**src/rtl/prim_fifo_pkg.sv**
```systemverilog
// Shared sizing helpers for the synchronous FIFO family.
// Pointer index width is at least one bit, even for a single-entry FIFO.
package prim_fifo_pkg;

  function automatic int unsigned idx_w(input int unsigned depth);
    return (depth > 1) ? $clog2(depth) : 1;
  endfunction

  function automatic int unsigned ptr_w(input int unsigned depth);
    return idx_w(depth) + 1;
  endfunction

endpackage

```
**src/rtl/prim_fifo_ptr.sv**
```systemverilog
// Wrapping FIFO pointer: index counts 0..Depth-1, phase toggles on wrap.
// Ports: clk_i, rst_ni, clr_i, incr_i -> index_o, phase_o, err_o (index >= Depth).
module prim_fifo_ptr
  import prim_fifo_pkg::*;
#(
  parameter int unsigned Depth = 8,
  localparam int unsigned IdxW = idx_w(Depth)
) (
  input  logic            clk_i,
  input  logic            rst_ni,
  input  logic            clr_i,
  input  logic            incr_i,
  output logic [IdxW-1:0] index_o,
  output logic            phase_o,
  output logic            err_o
);

  localparam logic [IdxW-1:0] Last = IdxW'(Depth - 1);
  localparam logic [IdxW:0]   Lim  = (IdxW+1)'(Depth);

  logic [IdxW-1:0] index_q;
  logic            phase_q;

  always_ff @(posedge clk_i or negedge rst_ni) begin
    if (!rst_ni) begin
      index_q <= '0;
      phase_q <= 1'b0;
    end else if (clr_i) begin
      index_q <= '0;
      phase_q <= 1'b0;
    end else if (incr_i) begin
      if (index_q == Last) begin
        index_q <= '0;
        phase_q <= ~phase_q;
      end else begin
        index_q <= index_q + 1'b1;
      end
    end
  end

  assign index_o = index_q;
  assign phase_o = phase_q;
  assign err_o   = ({1'b0, index_q} >= Lim);

endmodule

```
**src/rtl/prim_fifo_sync_wm.sv**
```systemverilog
// Single-clock FIFO, any depth, with watermarks, peak occupancy and a sticky pointer error.
// Ports: w{valid,ready,data}, r{valid,ready,data}, clr_i, depth_o, wm_{hi,lo}_{i,o}, max_depth_o, err_o.
module prim_fifo_sync_wm
  import prim_fifo_pkg::*;
#(
  parameter int unsigned Width             = 16,
  parameter int unsigned Depth             = 8,
  parameter bit          Pass              = 1'b1,
  parameter bit          OutputZeroIfEmpty = 1'b1,
  localparam int unsigned DepthW = $clog2(Depth + 1),
  localparam int unsigned PtrW   = ptr_w(Depth)
) (
  input  logic              clk_i,
  input  logic              rst_ni,
  input  logic              clr_i,
  input  logic              wvalid_i,
  output logic              wready_o,
  input  logic [Width-1:0]  wdata_i,
  output logic              rvalid_o,
  input  logic              rready_i,
  output logic [Width-1:0]  rdata_o,
  output logic [DepthW-1:0] depth_o,
  input  logic [DepthW-1:0] wm_hi_i,
  input  logic [DepthW-1:0] wm_lo_i,
  output logic              wm_hi_o,
  output logic              wm_lo_o,
  output logic [DepthW-1:0] max_depth_o,
  output logic              err_o
);

  if (Depth < 1) begin : g_bad_depth
    $error("prim_fifo_sync_wm: Depth must be >= 1");
  end

  localparam int unsigned IdxW = idx_w(Depth);
  localparam logic [DepthW-1:0] DepthV = DepthW'(Depth);

  logic [IdxW-1:0]   windex, rindex;
  logic              wphase, rphase;
  logic              werr, rerr;
  logic [PtrW-1:0]   wptr, rptr;
  logic [DepthW-1:0] widx, ridx;
  logic              full, fifo_empty;
  logic              wfire, rfire;
  logic [Width-1:0]  mem_rdata, rdata_raw;
  logic [DepthW-1:0] max_q;
  logic              err_q;

  prim_fifo_ptr #(.Depth(Depth)) u_wptr (
    .clk_i   (clk_i),
    .rst_ni  (rst_ni),
    .clr_i   (clr_i),
    .incr_i  (wfire),
    .index_o (windex),
    .phase_o (wphase),
    .err_o   (werr)
  );

  prim_fifo_ptr #(.Depth(Depth)) u_rptr (
    .clk_i   (clk_i),
    .rst_ni  (rst_ni),
    .clr_i   (clr_i),
    .incr_i  (rfire),
    .index_o (rindex),
    .phase_o (rphase),
    .err_o   (rerr)
  );

  assign wptr       = {wphase, windex};
  assign rptr       = {rphase, rindex};
  assign full       = (windex == rindex) && (wphase != rphase);
  assign fifo_empty = (wptr == rptr);
  assign widx       = DepthW'(windex);
  assign ridx       = DepthW'(rindex);

  always_comb begin
    depth_o = '0;
    unique case (1'b1)
      full:               depth_o = DepthV;
      (wphase == rphase): depth_o = widx - ridx;
      default:            depth_o = DepthV - ridx + widx;
    endcase
  end

  assign wready_o = ~full;
  assign wfire    = wvalid_i & wready_o;
  assign rvalid_o = Pass ? (~fifo_empty | wvalid_i) : ~fifo_empty;
  assign rfire    = rvalid_o & rready_i;

  // Pass-through: an empty FIFO forwards the incoming word combinationally.
  assign rdata_raw = (Pass && fifo_empty) ? wdata_i : mem_rdata;
  assign rdata_o   = (OutputZeroIfEmpty && !rvalid_o) ? '0 : rdata_raw;

  if (Depth == 1) begin : g_one
    logic [Width-1:0] mem_q;
    always_ff @(posedge clk_i) begin
      if (wfire) mem_q <= wdata_i;
    end
    assign mem_rdata = mem_q;
  end else begin : g_mem
    logic [Width-1:0] mem_q [Depth];
    always_ff @(posedge clk_i) begin
      if (wfire) mem_q[windex] <= wdata_i;
    end
    assign mem_rdata = mem_q[rindex];
  end

  assign wm_hi_o = (depth_o >= wm_hi_i);
  assign wm_lo_o = (depth_o <= wm_lo_i);

  always_ff @(posedge clk_i or negedge rst_ni) begin
    if (!rst_ni) begin
      max_q <= '0;
    end else if (clr_i) begin
      max_q <= '0;
    end else if (depth_o > max_q) begin
      max_q <= depth_o;
    end
  end

  // Only a reset clears the error; a flush must not hide a corrupted pointer.
  always_ff @(posedge clk_i or negedge rst_ni) begin
    if (!rst_ni) err_q <= 1'b0;
    else         err_q <= err_q | werr | rerr;
  end

  assign max_depth_o = max_q;
  assign err_o       = err_q;

endmodule
```
**config.mk**
```make
export PLATFORM = sky130hd
export DESIGN_NAME = prim_fifo_sync_wm
export DESIGN_NICKNAME = d
export VERILOG_FILES = /design/src/rtl/prim_fifo_pkg.sv /design/src/rtl/prim_fifo_ptr.sv /design/src/rtl/prim_fifo_sync_wm.sv
export SDC_FILE = /design/constraint.sdc
export NUM_CORES = 1
export LEC_CHECK = 0
export ABC_CLOCK_PERIOD_IN_PS = 9300
export CORE_ASPECT_RATIO = 1.2
export CORE_UTILIZATION = 30
export DETAILED_ROUTE_END_ITERATION = 16
export MAX_ROUTING_LAYER = met4
export PLACE_DENSITY_LB_ADDON = 0.1
export RECOVER_POWER = 100
export SLEW_MARGIN = 15
export SYNTH_ARGS = -nofsm -noshare
export SYNTH_HDL_FRONTEND = slang
export SYNTH_SLANG_ARGS = --single-unit
```
**constraint.sdc**
```tcl
create_clock -name clk_i -period 9.3 [get_ports clk_i]
set_input_delay 2.79 -clock clk_i [delete_from_list [all_inputs] [get_ports clk_i]]
set_output_delay 2.79 -clock clk_i [all_outputs]
set_load 0.01 [all_outputs]
```
=== After elaboration in Yosys (flattened, before gate mapping) ===
Memory sizes are Yosys's and may differ from the RTL's.
Index checks and enable logic that the tools add are counted.

* Equality and inequality tests: 6
* Reduce and logical (&&, ||, !) cells: 8
* Order comparisons: 3
* Bitwise operators: 7
* $add $sub $neg: 5
* Mux-type cells: 19

{| class="wikitable"
|+ Operators by type and width
! cell !! number
|-
| 16-bit 2-to-1 mux || 2
|-
| 3-bit 2-to-1 mux || 6
|-
| 2-bit nonzero test || 5
|-
| 1-bit 2-to-1 mux || 8
|-
| 4-bit 2-to-1 mux || 2
|-
| 4-bit one-hot mux with 2 select lines || 1
|-
| 3-bit by 1-bit adder with 3-bit output (second input constant) || 2
|-
| 3-bit == test (second input constant) || 2
|-
| 4-bit by 3-bit adder with 4-bit output || 1
|-
| 4-bit == test || 1
|-
| 4-bit greater-or-equal comparator || 1
|-
| 4-bit greater-than comparator || 1
|-
| 4-bit <= comparator || 1
|-
| 1-bit inverter || 4
|-
| 2-bit AND reduction || 2
|-
| 3-bit by 3-bit subtractor with 4-bit output || 1
|-
| 4-bit by 3-bit subtractor with 4-bit output (first input constant) || 1
|-
| 3-bit == test || 1
|-
| 1-bit bitwise AND || 2
|-
| 1-bit == test || 1
|-
| 1-bit logical AND || 1
|-
| 1-bit inequality test || 1
|-
| 1-bit OR || 1
|}

* Bits in writable memories: 128
* Flip-flop bits (word level): 12
* Input bits: 29
* Output and inout bits: 29
* Word-level logic and storage cells: 54
* Memories kept: 1

{| class="wikitable"
|+ Memory list
! name !! depth !! width !! read ports !! clocked after memory_dff !! wr ports !! RTL line !! text
|-
| g_mem.mem_q || 8 || 16 || 1 || 0 || 1 || prim_fifo_sync_wm.sv:101 || <nowiki>logic [Width-1:0] mem_q [Depth];</nowiki>
|}

=== Depth between registers and ports, before layout ===
* Word-level depth: 6
* Mapped depth: 12

=== Hierarchy ===
A second synthesis with hierarchy kept.

* Cells, all modules: 355
* Area total of the unflattened synthesis: 6139.6 µm²

{| class="wikitable"
|+ By module, submodules not included
! module !! seq. area each (µm²) !! area an instance (µm²) !! cells an instance !! instances
|-
| prim_fifo_sync_wm || 3968.8 || 5719.2 || 319 || 1
|-
| prim_fifo_ptr || 100.1 || 210.2 || 18 || 2
|}

=== Worst setup path after synthesis ===
Ideal clock, no wire load.

* Path kind: input-to-output
* From: input wm_lo_i[1]
* To: output wm_lo_o
* Stages: 6
* Data required time: 6510 ps
* Arrival: 3803 ps
* Setup slack: 2707 ps
* Path through: inv_1 ha_1 nor2b_1 o21a_1 o21a_1 o21ai_0

* Word-level cells in the longest chain between the ends: 1

{| class="wikitable"
|+ Ends and longest elaborated chain
! item !! RTL line !! text
|-
| start: declaration || prim_fifo_sync_wm.sv:24 || <nowiki>input logic [DepthW-1:0] wm_lo_i,</nowiki>
|-
| 4-bit <= comparator || prim_fifo_sync_wm.sv:109 || <nowiki>assign wm_lo_o = (depth_o <= wm_lo_i);</nowiki>
|-
| end: declaration || prim_fifo_sync_wm.sv:26 || <nowiki>output logic wm_lo_o,</nowiki>
|}

No other way between the ends.

=== Worst setup path after layout ===
* From: input wvalid_i
* To: output rdata_o[13]

* Word-level cells in the longest chain between the ends: 2

{| class="wikitable"
|+ Ends and longest elaborated chain
! item !! RTL line !! text
|-
| start: declaration || prim_fifo_sync_wm.sv:16 || <nowiki>input logic wvalid_i,</nowiki>
|-
| 1-bit OR || prim_fifo_sync_wm.sv:87 || <nowiki>assign rvalid_o = Pass ? (~fifo_empty | wvalid_i) : ~fifo_empty;</nowiki>
|-
| 16-bit 2-to-1 mux || prim_fifo_sync_wm.sv:92 || <nowiki>assign rdata_o = (OutputZeroIfEmpty && !rvalid_o) ? '0 : rdata_raw;</nowiki>
|-
| end: declaration || prim_fifo_sync_wm.sv:21 || <nowiki>output logic [Width-1:0] rdata_o,</nowiki>
|}

No other way between the ends.

==> impl_metrics.ini <==
[detailed_routing]
dr_wl_met2_mm = 6.44
vias = 3256
drc = 0
wl_mm = 13.1
drt_iter0_markers = 241
firstDrtPassIters = 4
routedWlPerCell_um = 19.0
avgViaCountPerCell = 4.70
detail-route-antenna-nets = 0
wl_met1_mm = 6.14
met3_length_um = 428
top_layer = met4

[critical_path]
worstPathMaxFanout = 12
end_kind = primary output
start_kind = primary input
worstSetupPathType = in -> out
arrival_ns = 5.18
cp.required_ns = 6.51

[placement]
place_inst = 661
routabilityCongestion = 0.667
port_buffers = 56
pre_cts_ws_ns = 1.80
dp_hpwl_mm = 8.00

[timing]
max_freq_mhz = 125
period_share_pct = 85.7
hold_viol = 0
finalWorstSetupSlack_ns = 1.33
maxSlewViolCount = 0
fin_setup_tns_ns = 0
fin_crit_ns = 7.97
skew_ns = 0.00891
worst_pin_slew_ns = 1.42
rsz0062_at_grt = no
max_slew_margin_pct = 4.89
setup_viol = 0
whs_ns = 0.575

[final_layout]
design.final.nets = 468
syn2layout_area_growth_pct = 24.0
diodes = 0
final_common_cell = edfxtp_1
layout.cells.non_filler = 693
final_cell_mix = 128 x edfxtp_1, 45 x dlygate4sd3_1, 32 x mux4_2, 20 x mux2i_1
drive_gt1_share_pct = 17.4

[power_and_ir_drop]
finalPower_mw = 1.65
power_density_nw_per_um2 = 219
leakage_nw = 2.67
irDropWorstVdd_mv = 0.111

[cts]
clk_path_buf_depth = 2
insertion_delay_ns = 0.41
numCtsBuffers = 17
cts_tree = built
clock-sinks = 140
hold_buffers = 0
post_cts_buffers = 0
cts_root_buf = clkbuf_16
h-tree-depth = 4
ctsResizeCount = 0
clkTransAtPathRegs_ns = 0.06

[floorplanning]
dieArea_um2 = 20800
die_y_um = 158
die_x_um = 132
rows = 56
io_pins = 58
initial_core_util_pct = 30.8
fp.coreArea_um2 = 19700

[flow_run]
maxCapViolations = 0

[synthesis]
yosys-top-cells-area = edfxtp_1 63%, mux4_2 12%, dfrtp_1 4.9%
netlist_area_um2 = 6070
synthDistinctLibCells = 41
yosysWarningCount = 0
synth_top_area_cell = edfxtp_1
ys_seq_elements = 140
synth_cells = 348
synth_fp_nets = 397
avgSynthCellArea_um2 = 17.4
ys_seq_area_share_pct = 68.2
synth_top_area_share_pct = 63.3

[global_routing]
antenna_found_initial = 0
grt_pass1_vias = 3462
grt.total_usage_pct = 13.9
grt_pass1_wl_mm = 20.4
grt_overflow = 0
grt_max_degree = 36

[hold_path]
hold_class = reg -> reg

[run_status]
status = completed
==> metal layers <==
layer / track usage, % / vias to the layer above
met4: 4.32 / 0
met5: - / -
met1: 17.7 / 1658
met2: 21.9 / 69
li1: - / 1521
met3: 3.23 / 8
==> cells in the mapped netlist <==
master / count
o21ai_2: 1
nor4_1: 1
or3b_1: 1
xor2_1: 2
conb_1: 1
nor2_1: 14
a221o_1: 1
nand2b_1: 4
a21oi_1: 6
or3b_2: 1
or3_1: 3
a21o_1: 3
buf_2: 3
edfxtp_1: 128
and4_1: 1
mux2_2: 3
fa_1: 1
clkbuf_1: 7
inv_2: 1
nor3_1: 5
o211ai_1: 2
o311ai_0: 1
xnor2_1: 2
buf_1: 2
and3_1: 1
o21a_1: 2
nand3_1: 17
o21ai_0: 18
nor2b_1: 4
buf_4: 4
ha_1: 19
mux4_2: 32
dfrtp_1: 12
nand2_1: 6
inv_1: 14
nand4_1: 1
xor2_2: 1
a211oi_1: 1
mux2i_1: 20
or2_2: 1
o31ai_2: 1
==> cells by family (layout without fill, tap and decap cells) <==
| kind of cell | after synthesis | count (layout) | share of synthesized area [%] |
|---|---|---|---|
| simple gates | 60 | 60 | 5.03 |
| flops | 140 | 140 | 68.2 |
| compound gates | 36 | 36 | 3.63 |
| xor+xnor | 5 | 5 | 0.845 |
| mux | 55 | 55 | 15.7 |
| other cells | 1 | 1 | 0.0618 |
| buf+inv | 31 | 115 | 2.23 |
| fa+ha+maj | 20 | 20 | 4.24 |
==> power by group <==
part	switching (mW)	total [mW]	internal (mW)	leakage, nW
combinational	0.135	0.262	0.127	1.07
sequential	0.00815	0.715	0.707	1.33
clock	0.272	0.672	0.401	0.272
==> worst paths after layout <==
path / start / to / slack [ns] / cells past startpoint
max reg2reg: u_rptr.index_o[1]$_DFFE_PN0P_ / g_mem.mem_q[1][13]$_DFFE_PP_ / 4.77 / 8
max: wvalid_i / rdata_o[13] / 1.33 / 5
min: max_depth_o[1]$_DFFE_PN0P_ / max_depth_o[1]$_DFFE_PN0P_ / 0.58 / 2
max in group asynchronous: rst_ni / u_rptr.index_o[0]$_DFFE_PN0P_ / 5.99 / 1
min in group asynchronous: rst_ni / max_depth_o[0]$_DFFE_PN0P_ / 2.85 / 1
min reg2reg: max_depth_o[1]$_DFFE_PN0P_ / max_depth_o[1]$_DFFE_PN0P_ / 0.58 / 2
==> critical path, stage by stage <==
cell	delay (ns)
dlygate4sd3_1	0.80
clkbuf_1	0.66
nand3_1	0.13
o21ai_0	0.15
dlygate4sd3_1	0.65
==> registers in the layout (all words and copies together) (netlist names) <==
register / count
g_mem.mem_q: 128
max_depth_o: 4
u_rptr.index_o: 3
u_wptr.index_o: 3
u_rptr.phase_o: 1
u_wptr.phase_o: 1
==> per-stage QoR <==
step           area, um^2  util (%)
5_1_grt              7530      38.2
6_report             7530      38.2
4_1_cts              7590      38.6
3_3_place_gp         7000      35.6
3_5_place_dp         7000      35.6
2_1_floorplan        6070         -
==> final cells by class <==
type | instances | area, um^2
clock inverters | 14 | 161
multi-input cells | 177 | 1790
inverters | 15 | 56.3
clock buffers | 18 | 429
well taps | 261 | 327
fillers | 1833 | 12200
flip-flops and latches | 140 | 4150
repair buffers | 68 | 617
Power figures use the tool's default switching activity.
